File: config.mk
export PLATFORM = sky130hd
export DESIGN_NAME = eu_speriph_plug_arbiter
export DESIGN_NICKNAME = d
export VERILOG_FILES = /design/src/rtl/eu_speriph_plug_arbiter.sv
export SDC_FILE = /design/constraint.sdc
export NUM_CORES = 1
export LEC_CHECK = 0
export CAP_MARGIN = 20
export CORE_AREA = 2 2 134 136
export DETAILED_ROUTE_END_ITERATION = 10
export DIE_AREA = 0 0 136 138
export PLACE_DENSITY = 0.62
export REMOVE_ABC_BUFFERS = 1
export SYNTH_ARGS = -nofsm -noshare
export SYNTH_HDL_FRONTEND = slang
export SYNTH_SLANG_ARGS = --single-unit
File: constraint.sdc
create_clock -name clk_i -period 2.1 [get_ports clk_i]
set_input_delay 0.315 -clock clk_i [delete_from_list [all_inputs] [get_ports clk_i]]
set_output_delay 0.315 -clock clk_i [all_outputs]
set_load 0.005 [all_outputs]
File: src/rtl/eu_speriph_plug_arbiter.sv
// Round-robin arbiter that merges several speriph plugs into the event unit's
// single peripheral slave port. An ownership FIFO records which plug issued
// each transaction, so each response is routed back to that plug only.
module eu_speriph_plug_arbiter #(
  parameter int NB_PLUGS        = 2,
  parameter int ADDR_WIDTH      = 32,
  parameter int DATA_WIDTH      = 32,
  parameter int ID_WIDTH        = 5,
  parameter int MAX_OUTSTANDING = 2
) (
  input  logic                                   clk_i,
  input  logic                                   rst_ni,
  input  logic [NB_PLUGS-1:0]                    plug_req_i,
  input  logic [NB_PLUGS-1:0][ADDR_WIDTH-1:0]    plug_add_i,
  input  logic [NB_PLUGS-1:0]                    plug_wen_i,
  input  logic [NB_PLUGS-1:0][DATA_WIDTH-1:0]    plug_wdata_i,
  input  logic [NB_PLUGS-1:0][DATA_WIDTH/8-1:0]  plug_be_i,
  input  logic [NB_PLUGS-1:0][ID_WIDTH-1:0]      plug_id_i,
  output logic [NB_PLUGS-1:0]                    plug_gnt_o,
  output logic [NB_PLUGS-1:0]                    plug_r_valid_o,
  output logic [NB_PLUGS-1:0][DATA_WIDTH-1:0]    plug_r_rdata_o,
  output logic [NB_PLUGS-1:0]                    plug_r_opc_o,
  output logic [NB_PLUGS-1:0][ID_WIDTH-1:0]      plug_r_id_o,
  output logic                                   eu_req_o,
  output logic [ADDR_WIDTH-1:0]                  eu_add_o,
  output logic                                   eu_wen_o,
  output logic [DATA_WIDTH-1:0]                  eu_wdata_o,
  output logic [DATA_WIDTH/8-1:0]                eu_be_o,
  output logic [ID_WIDTH-1:0]                    eu_id_o,
  input  logic                                   eu_gnt_i,
  input  logic                                   eu_r_valid_i,
  input  logic [DATA_WIDTH-1:0]                  eu_r_rdata_i,
  input  logic                                   eu_r_opc_i,
  input  logic [ID_WIDTH-1:0]                    eu_r_id_i,
  output logic                                   orphan_rsp_o
);

  localparam int IDX_W = (NB_PLUGS > 1) ? $clog2(NB_PLUGS) : 1;
  localparam int PTR_W = (MAX_OUTSTANDING > 1) ? $clog2(MAX_OUTSTANDING) : 1;
  localparam int CNT_W = $clog2(MAX_OUTSTANDING + 1);

  localparam logic [IDX_W-1:0] LAST_PLUG = IDX_W'(NB_PLUGS - 1);
  localparam logic [PTR_W-1:0] LAST_SLOT = PTR_W'(MAX_OUTSTANDING - 1);
  localparam logic [CNT_W-1:0] FULL_CNT  = CNT_W'(MAX_OUTSTANDING);

  // Control state
  logic [IDX_W-1:0] rr_q, rr_d;
  logic             lock_q, lock_d;
  logic [IDX_W-1:0] lock_idx_q, lock_idx_d;
  logic [PTR_W-1:0] wr_ptr_q, wr_ptr_d;
  logic [PTR_W-1:0] rd_ptr_q, rd_ptr_d;
  logic [CNT_W-1:0] cnt_q, cnt_d;
  logic             orphan_q, orphan_d;

  // Ownership storage: plug index of each outstanding transaction
  logic [IDX_W-1:0] own_q [MAX_OUTSTANDING];

  logic [IDX_W-1:0] rr_win;
  logic [IDX_W-1:0] cand;
  logic             found;
  logic             use_lock;
  logic [IDX_W-1:0] win;
  logic             any_req;
  logic             fifo_full_blk;
  logic             hs;
  logic             pop;
  logic [IDX_W-1:0] head;

  // Round-robin search: first requester at or after rr_q, wrapping around
  always_comb begin
    rr_win = rr_q;
    found  = 1'b0;
    cand   = '0;
    for (int i = 0; i < NB_PLUGS; i++) begin
      cand = IDX_W'((int'(rr_q) + i) % NB_PLUGS);
      if (!found && plug_req_i[cand]) begin
        found  = 1'b1;
        rr_win = cand;
      end
    end
  end

  // A stalled request keeps its winner until the event unit grants it, so a
  // late-arriving plug cannot change the fields mid-handshake.
  assign use_lock      = lock_q & plug_req_i[lock_idx_q];
  assign win           = use_lock ? lock_idx_q : rr_win;
  assign any_req       = |plug_req_i;
  // A response in the same cycle frees a slot, so fullness only blocks
  // when no pop is happening.
  assign fifo_full_blk = (cnt_q == FULL_CNT) & ~eu_r_valid_i;
  assign eu_req_o      = any_req & ~fifo_full_blk;
  assign hs            = eu_req_o & eu_gnt_i;
  assign pop           = eu_r_valid_i & (cnt_q != '0);
  assign head          = own_q[rd_ptr_q];
  assign orphan_rsp_o  = orphan_q;

  // Forward the winning plug's request fields; all zero when nobody requests
  always_comb begin
    eu_add_o   = '0;
    eu_wen_o   = 1'b0;
    eu_wdata_o = '0;
    eu_be_o    = '0;
    eu_id_o    = '0;
    if (any_req) begin
      eu_add_o   = plug_add_i[win];
      eu_wen_o   = plug_wen_i[win];
      eu_wdata_o = plug_wdata_i[win];
      eu_be_o    = plug_be_i[win];
      eu_id_o    = plug_id_i[win];
    end
  end

  // Grant only the winner, and only on a completed handshake
  always_comb begin
    plug_gnt_o = '0;
    if (hs) plug_gnt_o[win] = 1'b1;
  end

  // Route response valid to the recorded owner; payload is broadcast
  always_comb begin
    plug_r_valid_o = '0;
    if (pop) plug_r_valid_o[head] = 1'b1;
    for (int p = 0; p < NB_PLUGS; p++) begin
      plug_r_rdata_o[p] = eu_r_rdata_i;
      plug_r_opc_o[p]   = eu_r_opc_i;
      plug_r_id_o[p]    = eu_r_id_i;
    end
  end

  // Next-state logic for pointer, lock, FIFO bookkeeping and orphan flag
  always_comb begin
    rr_d       = rr_q;
    lock_d     = eu_req_o & ~eu_gnt_i;
    lock_idx_d = eu_req_o ? win : lock_idx_q;
    wr_ptr_d   = wr_ptr_q;
    rd_ptr_d   = rd_ptr_q;
    cnt_d      = cnt_q;
    orphan_d   = orphan_q | (eu_r_valid_i & (cnt_q == '0));
    if (hs) begin
      rr_d     = (win == LAST_PLUG) ? '0 : win + 1'b1;
      wr_ptr_d = (wr_ptr_q == LAST_SLOT) ? '0 : wr_ptr_q + 1'b1;
    end
    if (pop) begin
      rd_ptr_d = (rd_ptr_q == LAST_SLOT) ? '0 : rd_ptr_q + 1'b1;
    end
    case ({hs, pop})
      2'b10:   cnt_d = cnt_q + 1'b1;
      2'b01:   cnt_d = cnt_q - 1'b1;
      default: cnt_d = cnt_q;
    endcase
  end

  // Control registers with synchronous active-low reset
  always_ff @(posedge clk_i) begin
    if (!rst_ni) begin
      rr_q       <= '0;
      lock_q     <= 1'b0;
      lock_idx_q <= '0;
      wr_ptr_q   <= '0;
      rd_ptr_q   <= '0;
      cnt_q      <= '0;
      orphan_q   <= 1'b0;
    end else begin
      rr_q       <= rr_d;
      lock_q     <= lock_d;
      lock_idx_q <= lock_idx_d;
      wr_ptr_q   <= wr_ptr_d;
      rd_ptr_q   <= rd_ptr_d;
      cnt_q      <= cnt_d;
      orphan_q   <= orphan_d;
    end
  end

  // Ownership entries need no reset: they are only read while count is non-zero
  always_ff @(posedge clk_i) begin
    if (hs) own_q[wr_ptr_q] <= win;
  end

endmodule

Word-level counts from Yosys, hierarchy flattened
Memory sizes are Yosys's and may differ from the RTL's. A register that Yosys moved wholly into a read port is not among the register bits.
Index checks and enable logic that the tools add are counted.

storage, ports and cells
  bits in writable memories = 2
  logic and storage cells = 81
  output and inout bits = 156
  register bits = 8
  input port bits = 192
  memories = 1

memory list
  memory  words  width  rd ports  clocked after Yosys merged registers in  write ports  line  source
  own_q   2      1      1         1                                        1            56    logic [IDX_W-1:0] own_q [MAX_OUTSTANDING];

cells by class
  add/subtract/negate cells = 6
  bitwise logic cells = 11
  mux-type cells = 38
  equality and inequality tests = 3
  reduce and logical (&&, ||, !) cells = 8
  magnitude comparators = 7

operator list
  cell                   number
  $mux W32               6
  $mux W1                21
  $mux W5                3
  $mux W4                3
  $lt A1 B2 Y1 const B   5
  $and A1 B1 Y1          7
  $add A1 B1 Y1 const B  4
  $eq A2 B2 Y1 const B   2
  $mux W2                2
  $pmux W2 S2            1
  $reduce_bool A2 Y1     2
  $logic_and A1 B1 Y1    3
  $not A1 Y1             3
  $add A2 B1 Y2 const B  1
  $demux W1 S1           2
  $eq A2 B1 Y1 const B   1
  $ge A1 B1 Y1 const B   2
  $logic_not A2 Y1       1
  $reduce_or A2 Y1       1
  $sub A2 B1 Y2 const B  1
  $logic_not A1 Y1       1
  $or A1 B1 Y1           1

Depth between registers and ports, before layout
  depth after elaboration = 12
  depth in mapped cells = 7
  mapped depth without buffers = 6

Least setup slack after synthesis
Ideal clock, no wire load.

  kind = flip-flop to flip-flop
  start point = register cnt_q[0]
  end point = register cnt_q[1]
  setup time = 0.076 ns
  data required time = 2.024 ns
  path buffers = 0
  stages on the path, launching flop included = 6
  clock period less this slack = 1.673 ns
  arrival time = 1.597 ns
  setup slack = 0.427 ns
  cells stage by stage = dfxtp_1 -> or3b_1 -> nand3_2 -> ha_1 -> or3_1 -> a21boi_0

between the ends
  longest elaborated chain between the ends = 7
  elaborated cells on any way between the ends = 13
  classes of those cells = 2 x add/sub; 3 x eq/ne; 1 x mux; 5 x bitwise; 2 x reduce/logical

ends and longest elaborated chain
  item                                               line  source
  from (decl)                                        52    logic [CNT_W-1:0] cnt_q, cnt_d;
  from (signal assigned)                             169   cnt_q <= cnt_d;
  $eq A2 B2 Y1                                       90    assign fifo_full_blk = (cnt_q == FULL_CNT) & ~eu_r_valid_i;
  $and A1 B1 Y1                                      90
  $not A1 Y1                                         91    assign eu_req_o = any_req & ~fifo_full_blk;
  $and A1 B1 Y1                                      91
  $and A1 B1 Y1                                      92    assign hs = eu_req_o & eu_gnt_i;
  $eq A2 B1 Y1 or $eq A2 B2 Y1 (tied branches)       146   case ({hs, pop})
  $pmux W2 S2 or $reduce_bool A2 Y1 (tied branches)  n/a

Several ways; a longest one is shown, not always the timed one.
A chain may end at the register's enable or synchronous reset.

Final worst setup path
  start point = register lock_q
  end point = output eu_add_o[19]

between the ends
  longest elaborated chain between the ends = 5

ends and longest elaborated chain
  item                                          line  source
  from (decl)                                   48    logic lock_q, lock_d;
  from (signal assigned)                        165   lock_q <= lock_d;
  $and A1 B1 Y1                                 85    assign use_lock = lock_q & plug_req_i[lock_idx_q];
  $mux W1                                       86    assign win = use_lock ? lock_idx_q : rr_win;
  $mux W32 (implied by the code) (2 in series)  105   eu_add_o = plug_add_i[win];
  $mux W32                                      104   if (any_req) begin
  to (decl)                                     25    output logic [ADDR_WIDTH-1:0] eu_add_o,

No other way between the ends. The select of a mux whose other input is x is not followed.

==> results.yml <==
synth:
  synth_area_per_cell_um2: 6.12
  syn_inst: 393
  seq_area_frac_synth: 0.0998
  synth_cell_types: 29
  synth-seq-cells: 11
  mappedNetlistArea_um2: 2410
  ys.warnings.count: 0
cells_and_area:
  syn2layout_area_growth_pct: 113
  final_common_cell: "clkdlybuf4s50_1"
  antenna_cells: 0
  final_nets: 773
  drive_above_1_share: 0.206
  fillers: 1902
  post-route-util: 0.292
  most-common-layout-cells: "clkdlybuf4s50_1, nand4_1, nand2_1"
floorplan:
  pin_count: 348
  die_h_um: 138
  dieWidth_um: 136
  num_rows: 49
  die-area_um2: 18800
  initial_core_util: 0.137
  fp.coreArea_um2: 17500
critical_path:
  critical-path-top-delay-family: "buffers and inverters"
  reg2reg_slack_ns: 0.34
  critPathCaptureType: "primary output"
  worstPathCellList: "and2_4, o21ai_4, and2_4, buf_4, buf_6, buf_4, o21ai_0, clkdlybuf4s15_1"
  crit_fanout: 5
  r2r-end: "cnt_q[1]"
  worst-setup-path-type: "reg -> out"
  required_ns: 1.78
  cp-start-kind: "flip-flop"
  critical_path_arrival_ns: 1.74
  cpMaxStageDelayCell: "dfxtp_2"
  reg2reg_from: "cnt_q[1]"
  path_buf_inv: 4
  worstRegToRegCells: 5
  crit_path_max_incr_delay_ns: 0.34
  startpoint: "lock_q"
drt:
  drcViolationCount: 0
  drtAntennaViolNets: 0
  dr.pass1.iters: 4
  viasPerCell: 4.52
  dr.first_iter.drc_count: 195
  wirelength_um: 16600
  via_count: 3651
  wl_per_cell_um: 20.6
cts:
  cts_buffer_depth: 2
  h-tree-depth: 1
  cts.clk_slew.worst_paths_ns: 0.04
  clk_latency_ns: 0.24
  tritoncts: "done"
  cts-root-buf: "clkbuf_16"
  hold_buffers: 0
  cts_made_buffers: 3
  clock_sinks: 11
grt:
  grt_start_max_net_pins: 28
  grt_pass1_vias: 3495
  track_usage: 0.164
  grt_overflow: 0
  grt_pass1_wl_um: 22800
  antenna_found_initial: 0
power:
  ir_drop_v: 0.000279
  cellLeakagePower_nw: 2.36
  power_density_nw_per_um2: 418
sta:
  finalCritPeriodShare: 0.976
  worst_pin_slew_ns: 0.327
  relSlewSlack: 0.780
  layout_setup_ws_ns: 0.0498
  timing.fmax_ghz: 0.488
  setup_viol: 0
  finalHoldViolCount: 0
  rsz0062_at_grt: "yes"
  whs_ns: 0.497
  fin_worst_skew_ns: 0.00263
  final_max_slew_viol_count: 0
  min_period_ns: 2.05
  fin_setup_tns_ns: 0
hold_path:
  hold-path-cell-count: 2
  min_to: "orphan_rsp_o"
  hp-class: "reg -> reg"
  min_from: "orphan_rsp_o"
placed_design:
  place_ws_ns: -0.628
  gp_congestion: 0.763
  port_buffers: 233
  hpwl_um: 11200
outcome:
  outcome: "completed"
job:
  maxCapViolCount: 0
==> worst max-delay path by stage <==
stage | endpoint | slack, ns | cells past startpoint
finish | eu_add_o[19] | 0.05 | 8
global placement | eu_add_o[25] | -0.74 | 7
detailed placement | eu_add_o[25] | -0.63 | 7
global route | eu_id_o[4] | -0.04 | 7
CTS | eu_add_o[4] | -0.22 | 6
floorplan | plug_gnt_o[0] | -2.13 | 5
==> sequential cells by signal, indices dropped and copies added (netlist names), named ones only <==
register,cells
cnt_q,2
lock_idx_q,1
lock_q,1
orphan_rsp_o,1
wr_ptr_q,1
own_q,2
rd_ptr_q,1
rr_q,1
==> tightest hold or removal path: cells and delay by family (launching register included) <==
| kind | cells | cell delay (ns) |
|---|---|---|
| flops | 1 | 0.32 |
| simple gates | 1 | 0.09 |
| compound gates | 1 | 0.04 |
==> power by group <==
group / internal (mW) / total [mW] / switching, mW / leakage, nW
registers: 0.268 / 0.308 / 0.0393 / 0.0938
logic: 0.894 / 1.48 / 0.588 / 2.22
clock network: 0.255 / 0.353 / 0.0980 / 0.0382
total: 1.42 / 2.14 / 0.726 / 2.36
==> stage by stage <==
step / cell area [um^2] / total power, mW / std cells
6_report: 5120 / 2.14 / 808
4_1_cts: 5130 / 2.17 / 805
2_1_floorplan: 1610 / 0.759 / 274
3_3_place_gp: 4630 / 1.68 / 773
5_1_grt: 5120 / 2.29 / 808
3_5_place_dp: 4630 / 1.68 / 773
==> repair_timing <==
action,in CTS,in global routing
pin swaps,6,4
cloned,11,0
resized for setup,167,47
setup buffers,18,5
endpoints found under the setup margin,79,60
==> per-layer routing <==
metal / wire, um / track usage / vias up
li1: - / - / 1692
met1: 6890 / 0.197 / 1691
met2: 6970 / 0.243 / 257
met3: 2650 / 0.111 / 9
met4: 55 / 0.0148 / 2
met5: 62 / 0.0714 / -
==> cell families after synthesis <==
group                      after synthesis  synth area share
muxes                                    1           0.00416
DFF                                     11            0.0998
adders and majority gates                1           0.00520
and+or+nand+nor                        171             0.366
AOI/OAI and AO/OA                       84             0.177
xor gates and xnor gates                 3            0.0109
buffers and inverters                  122             0.337
==> area by class of cell <==
class,count,area [um^2],area share
inverter,3,11.3,0.00220
timing repair buffer,300,3090,0.604
clock buffer,4,78.8,0.0154
tap,229,287,0.0559
sequential,11,243,0.0474
multi-input combinational,261,1410,0.275
==> cell usage after synthesis, drive strengths merged <==
cell type,instances,area share
a21boi,1,0.0031
a21oi,2,0.0042
and2,7,0.019
and3,1,0.0026
and3b,1,0.0036
buf,109,0.32
clkbuf,10,0.016
dfxtp,9,0.075
edfxtp,2,0.025
ha,1,0.0052
inv,3,0.0047
mux2i,1,0.0042
nand2,74,0.12
nand3,3,0.0083
nand4,74,0.19
nor2,5,0.0078
nor2b,3,0.0078
o21a,1,0.0031
o21ai,80,0.17
or2,1,0.0026
or3,1,0.0026
or3b,1,0.0036
xnor2,3,0.011
(Power assumes the default switching activity.)
